## src/rtl/regfile_wb_arbiter.sv

```systemverilog
// Round-robin arbiter sharing the register-file write port among N writeback
// requesters, with a pending-write scoreboard used by decode for hazard stalls.
module regfile_wb_arbiter #(
  parameter int unsigned N  = 3,
  parameter int unsigned DW = 32,
  parameter int unsigned AW = 5
) (
  input  logic              clk,
  input  logic              rst,
  input  logic [N-1:0]      req_valid,
  input  logic [N*AW-1:0]   req_rd,
  input  logic [N*DW-1:0]   req_data,
  output logic [N-1:0]      req_ready,
  input  logic              rsv_valid,
  input  logic [AW-1:0]     rsv_rd,
  output logic [(1<<AW)-1:0] busy,
  output logic              RegWrite,
  output logic [AW-1:0]     wr_rd,
  output logic [DW-1:0]     wr_data
);

  localparam int unsigned NR = 1 << AW;
  localparam int unsigned PW = (N > 1) ? $clog2(N) : 1;

  logic [PW-1:0] rr_ptr_q, rr_ptr_d;
  logic [NR-1:0] busy_q, busy_d;
  logic          reg_write_q, reg_write_d;
  logic [AW-1:0] wr_rd_q, wr_rd_d;
  logic [DW-1:0] wr_data_q, wr_data_d;

  logic          gnt_found;
  logic [PW-1:0] gnt_idx;
  logic [PW-1:0] scan_idx;
  logic [AW-1:0] gnt_rd;
  logic [DW-1:0] gnt_data;

  // First valid requester at or after the round-robin pointer wins; reset masks all grants.
  always_comb begin
    gnt_found = 1'b0;
    gnt_idx   = '0;
    scan_idx  = '0;
    for (int k = 0; k < int'(N); k++) begin
      scan_idx = PW'((int'(rr_ptr_q) + k) % int'(N));
      if (!gnt_found && req_valid[scan_idx]) begin
        gnt_found = 1'b1;
        gnt_idx   = scan_idx;
      end
    end
    if (rst) begin
      gnt_found = 1'b0;
    end
  end

  always_comb begin
    req_ready = '0;
    if (gnt_found) begin
      req_ready[gnt_idx] = 1'b1;
    end
  end

  assign gnt_rd   = req_rd[int'(gnt_idx)*int'(AW) +: AW];
  assign gnt_data = req_data[int'(gnt_idx)*int'(DW) +: DW];

  // Next state: pointer advance, write-port capture, scoreboard clear then set (set wins).
  always_comb begin
    rr_ptr_d    = rr_ptr_q;
    busy_d      = busy_q;
    reg_write_d = 1'b0;
    wr_rd_d     = wr_rd_q;
    wr_data_d   = wr_data_q;
    if (gnt_found) begin
      rr_ptr_d       = (gnt_idx == PW'(N - 1)) ? '0 : gnt_idx + PW'(1);
      reg_write_d    = (gnt_rd != '0);
      wr_rd_d        = gnt_rd;
      wr_data_d      = gnt_data;
      busy_d[gnt_rd] = 1'b0;
    end
    if (rsv_valid && (rsv_rd != '0)) begin
      busy_d[rsv_rd] = 1'b1;
    end
    busy_d[0] = 1'b0;
  end

  always_ff @(posedge clk) begin
    if (rst) begin
      rr_ptr_q    <= '0;
      busy_q      <= '0;
      reg_write_q <= 1'b0;
      wr_rd_q     <= '0;
      wr_data_q   <= '0;
    end else begin
      rr_ptr_q    <= rr_ptr_d;
      busy_q      <= busy_d;
      reg_write_q <= reg_write_d;
      wr_rd_q     <= wr_rd_d;
      wr_data_q   <= wr_data_d;
    end
  end

  assign busy     = busy_q;
  assign RegWrite = reg_write_q;
  assign wr_rd    = wr_rd_q;
  assign wr_data  = wr_data_q;

endmodule

```

## config.mk

```make
export PLATFORM = sky130hd
export DESIGN_NAME = regfile_wb_arbiter
export DESIGN_NICKNAME = d
export VERILOG_FILES = /design/src/rtl/regfile_wb_arbiter.sv
export SDC_FILE = /design/constraint.sdc
export NUM_CORES = 1
export LEC_CHECK = 0
export BUFFER_PORTS_ARGS = -buffer_cell sky130_fd_sc_hd__buf_4
export CORE_MARGIN = 2
export CORE_UTILIZATION = 50
export CTS_CLUSTER_DIAMETER = 50
export CTS_CLUSTER_SIZE = 20
export DETAILED_ROUTE_END_ITERATION = 10
export GPL_TIMING_DRIVEN = 0
export PLACE_DENSITY = 0.94
export SYNTH_ARGS = -nofsm -noshare
export SYNTH_HDL_FRONTEND = slang
export SYNTH_SLANG_ARGS = --single-unit
```

## constraint.sdc

```tcl
create_clock -name clk -period 5.36 [get_ports clk]
set_input_delay 1.072 -clock clk [delete_from_list [all_inputs] [get_ports clk]]
set_output_delay 1.072 -clock clk [all_outputs]
set_load 0.05 [all_outputs]
```

==> tab_implementation.tex, run 1 <==
\begin{tabular}{lr}
\hline
Metric & Value \\
\hline
\multicolumn{2}{l}{\textbf{Outcome}} \\
\quad Result of the run & finished clean \\
\multicolumn{2}{l}{\textbf{Logic synthesis}} \\
\quad Post-synth top area share & around 37\% \\
\quad Seq cells post-synth & a little over 70 \\
\quad Mean post-synth cell area & roughly 8.2 µm² \\
\quad Sequential-to-total area share from yosys stat & about 37\% \\
\quad Area leader, netlist & sky130\_fd\_sc\_hd\_\_dfxtp\_1 \\
\quad Post-synthesis instance total & 472 \\
\quad Synthesized Nets & 598 \\
\quad Most frequent cell after synthesis & sky130\_fd\_sc\_hd\_\_dfxtp\_1 \\
\quad Post-synthesis instance area & $\sim$3900 µm² \\
\quad Total of warnings raised by yosys & 0 \\
\quad EDFF count, synth & 0 \\
\quad Unique masters post-synth & 50 \\
\quad Async set-reset flop share out of synthesis & 0\% \\
\quad Leading cell types by count after synthesis & sky130\_fd\_sc\_hd\_\_dfxtp\_1 (71), sky130\_fd\_sc\_hd\_\_nand2\_1 (55), sky130\_fd\_sc\_hd\_\_o21ai\_0 (50), sky130\_fd\_sc\_hd\_\_nor2\_1 (49), sky130\_fd\_sc\_hd\_\_mux2i\_1 (39) \\
\quad Commonest register cell after synthesis & sky130\_fd\_sc\_hd\_\_dfxtp\_1 \\
\quad Area contributors post-synth & sky130\_fd\_sc\_hd\_\_dfxtp\_1 (37\%), sky130\_fd\_sc\_hd\_\_mux2i\_1 (10\%), sky130\_fd\_sc\_hd\_\_a22o\_1 (7.0\%) \\
\multicolumn{2}{l}{\textbf{Detailed routing}} \\
\quad Mean routed wirelength per cell & between 15 and 20 µm \\
\quad Count of vias placed by the detailed router & 4552 \\
\quad Vias per inst & 5.84 \\
\quad Post-route DRC & 0 \\
\quad Post-route antenna net violation count & 0 \\
\quad Number of search-and-repair iterations in the first detailed-routing pass & 5 \\
\quad Routed wire length & 13.5 mm \\
\quad Initial DRC Count & 257 \\
\multicolumn{2}{l}{\textbf{Final layout}} \\
\quad Number of nets at the end of the flow & 799 \\
\quad Antenna cell count & 0 \\
\quad Layout cells sized above 1 & between 30\% and 40\% \\
\quad Final Non-Filler Cells & 779 \\
\quad Finished Core Util & 74.2\% \\
\quad Area growth syn-to-layout & 45.5\% \\
\multicolumn{2}{l}{\textbf{GRT}} \\
\quad Via count of the first global-routing pass & about 4500 \\
\quad Number of antenna violations at the first check in global routing & 0 \\
\quad All-layer global routing usage & 30.9\% \\
\quad Global-route wire length before repair & roughly 21 mm \\
\quad Overflow left after global routing & 0 \\
\quad Largest net degree at the start of global routing & 12 \\
\multicolumn{2}{l}{\textbf{Power and ir drop}} \\
\quad P per Cell Area & about 570 nW/µm² \\
\quad Leakage component of the power & roughly 2.6 nW \\
\quad Maximum vdd drop & 0.000303 V \\
\multicolumn{2}{l}{\textbf{Clocking}} \\
\quad Skew-Pair Late Insertion Delay & 0.34 ns \\
\quad TritonCTS clock tree & yes \\
\quad Register clock-pin slew on the reported worst setup and hold paths & about 0.070 ns \\
\quad Maximum level of the CTS H-tree & 3 \\
\quad Root Buffer Master & sky130\_fd\_sc\_hd\_\_clkbuf\_8 \\
\quad CTS hold repair buffers & 0 \\
\quad Sink Count & 71 \\
\quad Number of clock buffers inserted by TritonCTS & 9 \\
\quad Number of gates resized after cts & 0 \\
\quad Total setup buffers inserted after CTS & 0 \\
\quad Maximum count of clock buffers along a single path & 2 \\
\multicolumn{2}{l}{\textbf{Timing}} \\
\quad Final worst clock skew & $\sim$0.015 ns \\
\quad Transition time of the tightest slew-check pin & roughly 1.2 ns \\
\quad Max-slew headroom at the worst pin & between 20\% and 30\% \\
\quad Setup total negative slack & 0 ns \\
\quad Final hold slack & $\sim$0.45 ns \\
\quad Number of failing hold endpoints at the final stage & 0 \\
\quad Number of slew-limit violations in the final report & 0 \\
\quad Highest clock rate & around 230 MHz \\
\quad Unrepaired setup endpoints after global routing & false \\
\quad Final period demand of the worst path & 4.41 ns \\
\quad Final critical-path share of the clock period & roughly 82\% \\
\quad Final setup violation count & 0 \\
\multicolumn{2}{l}{\textbf{Worst setup path}} \\
\quad Reg-to-reg critical path startpoint & rr\_ptr\_q[0] \\
\quad Worst endpoint required time & $\sim$4.3 ns \\
\quad CP Data Arrival Time & 3.34 ns \\
\quad CP startpoint & rr\_ptr\_q[0] \\
\quad Reg-to-reg endpoint & busy[1] \\
\quad Type of the worst setup path & flip-flop to primary output \\
\quad Maximum net fanout on the critical path & 10 \\
\quad Worst reg-to-reg setup slack & about 2.0 ns \\
\quad Setup crit end kind & primary output \\
\quad Startpoint class of the critical path & flip-flop \\
\quad FF-to-FF path depth & 11 \\
\multicolumn{2}{l}{\textbf{Die}} \\
\quad Number of primary I/O pins & 195 \\
\quad Core Rows & 32 \\
\quad Width of the die & 92.1 µm \\
\quad Core outline area & approximately 7600 µm² \\
\quad Overall die area & around 8500 µm² \\
\quad Vertical die dimension & $\sim$92 µm \\
\quad Starting density of the core & 51.0\% \\
\multicolumn{2}{l}{\textbf{Job}} \\
\quad Number of max-cap violations & 0 \\
\multicolumn{2}{l}{\textbf{Place}} \\
\quad Placed instance count & 764 \\
\quad Global placement routability congestion & 0.872 \\
\quad Total half-perimeter wirelength after legalization and detailed placement & approximately 11 mm \\
\quad Number of input and output port buffers inserted & 190 \\
\multicolumn{2}{l}{\textbf{Hold path}} \\
\quad Source of the worst hold timing path & wr\_rd[0] \\
\quad Path class of the lowest-slack min-delay path & flip-flop to flip-flop \\
\quad Hold endpoint & wr\_rd[0] \\
\quad Instance count along the most critical hold path & 2 \\
\hline
\end{tabular}
[area by class of cell]
cell class / instances / area, µm²
plain buffers: 35 / 160
clock buffers: 11 / 141
clock inverters: 4 / 70.1
fillers: 594 / 1960
inverters: 6 / 22.5
multi-input cells: 360 / 2270
flip-flops and latches: 71 / 1420
well taps: 102 / 128
repair buffers: 190 / 1430
[power breakdown]
part	internal (mW)	switching, mW
sequential	0.649	0.0750
clock	0.271	0.192
combinational	0.722	1.33
[worst max path at each step]
stage | endpoint | slack, ns
finish | req_ready[1] | 0.95
global route | req_ready[1] | 0.73
CTS | req_ready[1] | 0.97
detailed placement | req_ready[1] | 1.01
global placement | req_ready[1] | 1.10
floorplan | req_ready[1] | 1.29
[through the flow]
stage | setup slack, ns | cell area (µm²) | total power, mW
CTS | 0.968 | 5640 | 3.22
finish | 0.949 | 5640 | 3.24
floorplan | 1.29 | 3880 | 2.18
global route | 0.735 | 5640 | 3.39
global placement | 1.10 | 5430 | 2.69
detailed placement | 1.01 | 5430 | 2.75
[critical path: stages (launching register included)]
cell and delay (ns):
sky130_fd_sc_hd__dfxtp_1 0.40, sky130_fd_sc_hd__inv_1 0.10, sky130_fd_sc_hd__ha_1 0.28, sky130_fd_sc_hd__buf_2 0.17, sky130_fd_sc_hd__nor2b_1 0.14, sky130_fd_sc_hd__o211ai_1 0.12, sky130_fd_sc_hd__a21oi_1 0.56, sky130_fd_sc_hd__clkbuf_1 0.48
sky130_fd_sc_hd__clkbuf_1 0.41, sky130_fd_sc_hd__nor3_1 0.13, sky130_fd_sc_hd__buf_4 0.22
[layer usage]
metal | up-vias | GRT usage (%) | routed length [µm]
met5 | - | 0 | 0
met4 | 0 | 18.9 | 609
met3 | 51 | 4.68 | 998
met2 | 266 | 55.2 | 6780
met1 | 2110 | 34.4 | 5120
li1 | 2125 | - | -
[cells in the final DEF (no fill, tap or decap), types with 7 or more instances in the layout]
cell / count
sky130_fd_sc_hd__a21oi_1: 35
sky130_fd_sc_hd__mux2i_1: 39
sky130_fd_sc_hd__nor2_1: 49
sky130_fd_sc_hd__clkbuf_1: 24
sky130_fd_sc_hd__nor3_2: 7
sky130_fd_sc_hd__a22o_1: 31
sky130_fd_sc_hd__o21ai_0: 50
sky130_fd_sc_hd__buf_4: 195
sky130_fd_sc_hd__clkbuf_8: 10
sky130_fd_sc_hd__a311oi_1: 8
sky130_fd_sc_hd__nand2_1: 55
sky130_fd_sc_hd__dfxtp_1: 71
sky130_fd_sc_hd__nor3_1: 11
[state kept, by name (all words and copies together), names as in the netlist]
name and cells:
wr_data 32, busy 31, wr_rd 5, rr_ptr_q 2
RegWrite 1
[cell families after synthesis]
kind of cell	after synthesis	synth area share [%]
AOI/OAI and AO/OA	159	27.3
and+or+nand+nor	155	19.3
muxes	41	10.7
other	1	0.0967
buffers and inverters	41	4.71
DFF	71	36.6
adders and majority gates	4	1.29
No activity file was read; power rests on OpenSTA's default activity.
==> run 2: changes to the inputs <==
- CORE_UTILIZATION: 50 -> 42
- PLACE_DENSITY: 0.94 -> 0.84
- clock period: 5.36 -> 3.6 ns (I/O delays scaled with it)
==> tab_implementation.tex, run 2 (synthesized netlist as in run 1, its figures left out) <==
\begin{tabular}{lr}
\hline
Metric & Value \\
\hline
\multicolumn{2}{l}{\textbf{Place}} \\
\quad Total half-perimeter wirelength after legalization and detailed placement & 10.7 mm \\
\quad Global placement routability congestion & a little under 0.9 \\
\quad Number of input and output port buffers inserted & 190 \\
\quad Pre-CTS setup slack & -0.164 ns \\
\multicolumn{2}{l}{\textbf{GRT}} \\
\quad Number of antenna violations at the first check in global routing & 0 \\
\quad Global-route wire length before repair & approximately 21 mm \\
\quad Largest net degree at the start of global routing & 14 \\
\quad Via count of the first global-routing pass & about 4400 \\
\quad All-layer global routing usage & 26.5\% \\
\quad Overflow left after global routing & 0 \\
\multicolumn{2}{l}{\textbf{Worst setup path}} \\
\quad Worst endpoint required time & 2.88 ns \\
\quad Type of the worst setup path & flip-flop to primary output \\
\quad Cell at the slowest stage of the critical path & sky130\_fd\_sc\_hd\_\_dfxtp\_1 \\
\quad Worst stage delay on the critical path & 0.40 ns \\
\quad Buffers and inverters on the worst path & 5 \\
\quad Maximum net fanout on the critical path & 10 \\
\quad CP Data Arrival Time & about 2.7 ns \\
\quad Startpoint class of the critical path & flip-flop \\
\quad Setup crit end kind & primary output \\
\quad Cells along the critical path & inv\_1 -> ha\_1 -> buf\_2 -> nor2b\_1 -> o211ai\_1 -> buf\_4 -> a21o\_1 -> clkbuf\_2 -> and3\_1 -> buf\_4 \\
\quad Kind of cell adding the most delay to the critical path & buffers and inverters \\
\quad Most prevalent standard cell on the critical path & sky130\_fd\_sc\_hd\_\_buf\_4 \\
\multicolumn{2}{l}{\textbf{Detailed routing}} \\
\quad Post-route DRC & 0 \\
\quad Count of vias placed by the detailed router & 4484 \\
\quad Mean routed wirelength per cell & 17.2 µm \\
\quad Vias per inst & around 5.7 \\
\quad Number of search-and-repair iterations in the first detailed-routing pass & 8 \\
\quad Initial DRC Count & between 200 and 300 \\
\quad Routed wire length & approximately 14 mm \\
\quad Post-route antenna net violation count & 0 \\
\multicolumn{2}{l}{\textbf{Clocking}} \\
\quad TritonCTS clock tree & yes \\
\quad Number of clock buffers inserted by TritonCTS & 9 \\
\quad Sink Count & 71 \\
\quad Maximum count of clock buffers along a single path & 2 \\
\quad Skew-Pair Late Insertion Delay & roughly 0.35 ns \\
\quad Root Buffer Master & sky130\_fd\_sc\_hd\_\_clkbuf\_8 \\
\quad Maximum level of the CTS H-tree & 3 \\
\quad Register clock-pin slew on the reported worst setup and hold paths & 0.08 ns \\
\multicolumn{2}{l}{\textbf{Timing}} \\
\quad Final period demand of the worst path & 3.43 ns \\
\quad Final setup violation count & 0 \\
\quad Number of slew-limit violations in the final report & 0 \\
\quad Number of failing hold endpoints at the final stage & 0 \\
\quad Final critical-path share of the clock period & between 90\% and 100\% \\
\quad Final worst clock skew & roughly 0.008 ns \\
\quad Post-route worst setup slack & 0.168 ns \\
\quad Highest clock rate & around 300 MHz \\
\quad Setup total negative slack & 0 ns \\
\quad Max-slew headroom at the worst pin & between 20\% and 30\% \\
\quad Transition time of the tightest slew-check pin & $\sim$1.2 ns \\
\multicolumn{2}{l}{\textbf{Final layout}} \\
\quad Area growth syn-to-layout & 48.7\% \\
\quad Most common library cell in the layout ignoring fill and taps & sky130\_fd\_sc\_hd\_\_buf\_4 \\
\quad Antenna cell count & 0 \\
\quad Max reg flops & 32 \\
\quad Finished Core Util & 63.3\% \\
\quad Number of nets at the end of the flow & 801 \\
\quad Layout cells sized above 1 & 36.3\% \\
\quad Commonest cells after routing, fill and taps aside & sky130\_fd\_sc\_hd\_\_buf\_4 (198), sky130\_fd\_sc\_hd\_\_dfxtp\_1 (71), sky130\_fd\_sc\_hd\_\_nand2\_1 (55) \\
\multicolumn{2}{l}{\textbf{Outcome}} \\
\quad Result of the run & finished clean \\
\multicolumn{2}{l}{\textbf{Die}} \\
\quad Width of the die & between 100 and 150 µm \\
\quad Vertical die dimension & 100 µm \\
\quad Overall die area & 10000 µm² \\
\quad Core Rows & 35 \\
\quad Starting density of the core & roughly 43\% \\
\quad Number of primary I/O pins & slightly below 200 \\
\quad Core outline area & approximately 9000 µm² \\
\multicolumn{2}{l}{\textbf{Hold path}} \\
\quad Path class of the lowest-slack min-delay path & flip-flop to flip-flop \\
\multicolumn{2}{l}{\textbf{Job}} \\
\quad Number of max-cap violations & 0 \\
\multicolumn{2}{l}{\textbf{Power and ir drop}} \\
\quad P per Cell Area & roughly 860 nW/µm² \\
\quad Maximum vdd drop & about 0.00045 V \\
\quad Leakage component of the power & approximately 2.6 nW \\
\hline
\end{tabular}
## run 2: cell types whose count changed in the layout (fill, tap and decap cells not counted), moves of 2 or more
cell / previous run / this run
sky130_fd_sc_hd__clkbuf_4: 0 / 2
sky130_fd_sc_hd__clkinv_2: 2 / 0
sky130_fd_sc_hd__clkinv_4: 0 / 2
sky130_fd_sc_hd__clkbuf_1: 24 / 18
sky130_fd_sc_hd__buf_4: 195 / 198
sky130_fd_sc_hd__clkbuf_2: 0 / 2
## run 2: path summary, 6_finish.rpt
check | depth (start not counted) | slack, ns | start | endpoint
worst max-delay path | 10 | 0.17 | rr_ptr_q[0] | req_ready[0]
worst min-delay path | 2 | 0.45 | wr_rd[0] | wr_rd[0]
worst max register to register | 10 | 0.32 | rr_ptr_q[0] | busy[12]
worst min register to register | 2 | 0.45 | wr_rd[0] | wr_rd[0]
## run 2: per-stage QoR
step	cells	area, µm²	power, mW	hold WS (ns)
global route	791	5770	5.25	0.476
global placement	773	5440	4.02	0.439
CTS	790	5740	4.94	0.457
finish	791	5770	4.98	0.455
floorplan	472	3880	3.25	0.512
detailed placement	773	5440	4.09	0.439
## run 2: where the power goes
part | internal (mW) | total [mW] | leakage, nW | switching (mW)
combinational | 1.12 | 3.10 | 1.91 | 1.98
sequential | 0.966 | 1.07 | 0.582 | 0.108
clock | 0.484 | 0.803 | 0.127 | 0.318
## run 2: what timing repair did
item | in CTS | in global routing
gates resized for setup | 11 | 9
endpoints found under the setup margin | 3 | 3
hold buffers | 0 | 0
setup buffers | 1 | 4
cloned | 0 | 0
endpoints found under the hold margin | 0 | 0
pin swaps | 2 | 3
## run 2: layout make-up
cell class,count,area (µm²)
inverters,6,22.5
multi-input cells,360,2320
repair buffers,195,1460
plain buffers,32,151
fillers,801,3340
flip-flops and latches,71,1420
clock inverters,6,116
clock buffers,10,138
well taps,111,139
## run 2: per-layer routing
metal	vias to the layer above	track usage [%]	share of wire, %	wire length (µm)
met3	40	5.08	7.8	1060
li1	2125	-	-	-
met4	0	12.2	2.9	401
met5	-	0	0	0
met2	244	48.6	51	6970
met1	2075	29.5	38	5190
## run 2: tightest hold or removal path: cells and delay by family (launching register included)
family           cells  cell delay, ns
and+or+nand+nor      2            0.09
DFF                  1            0.32
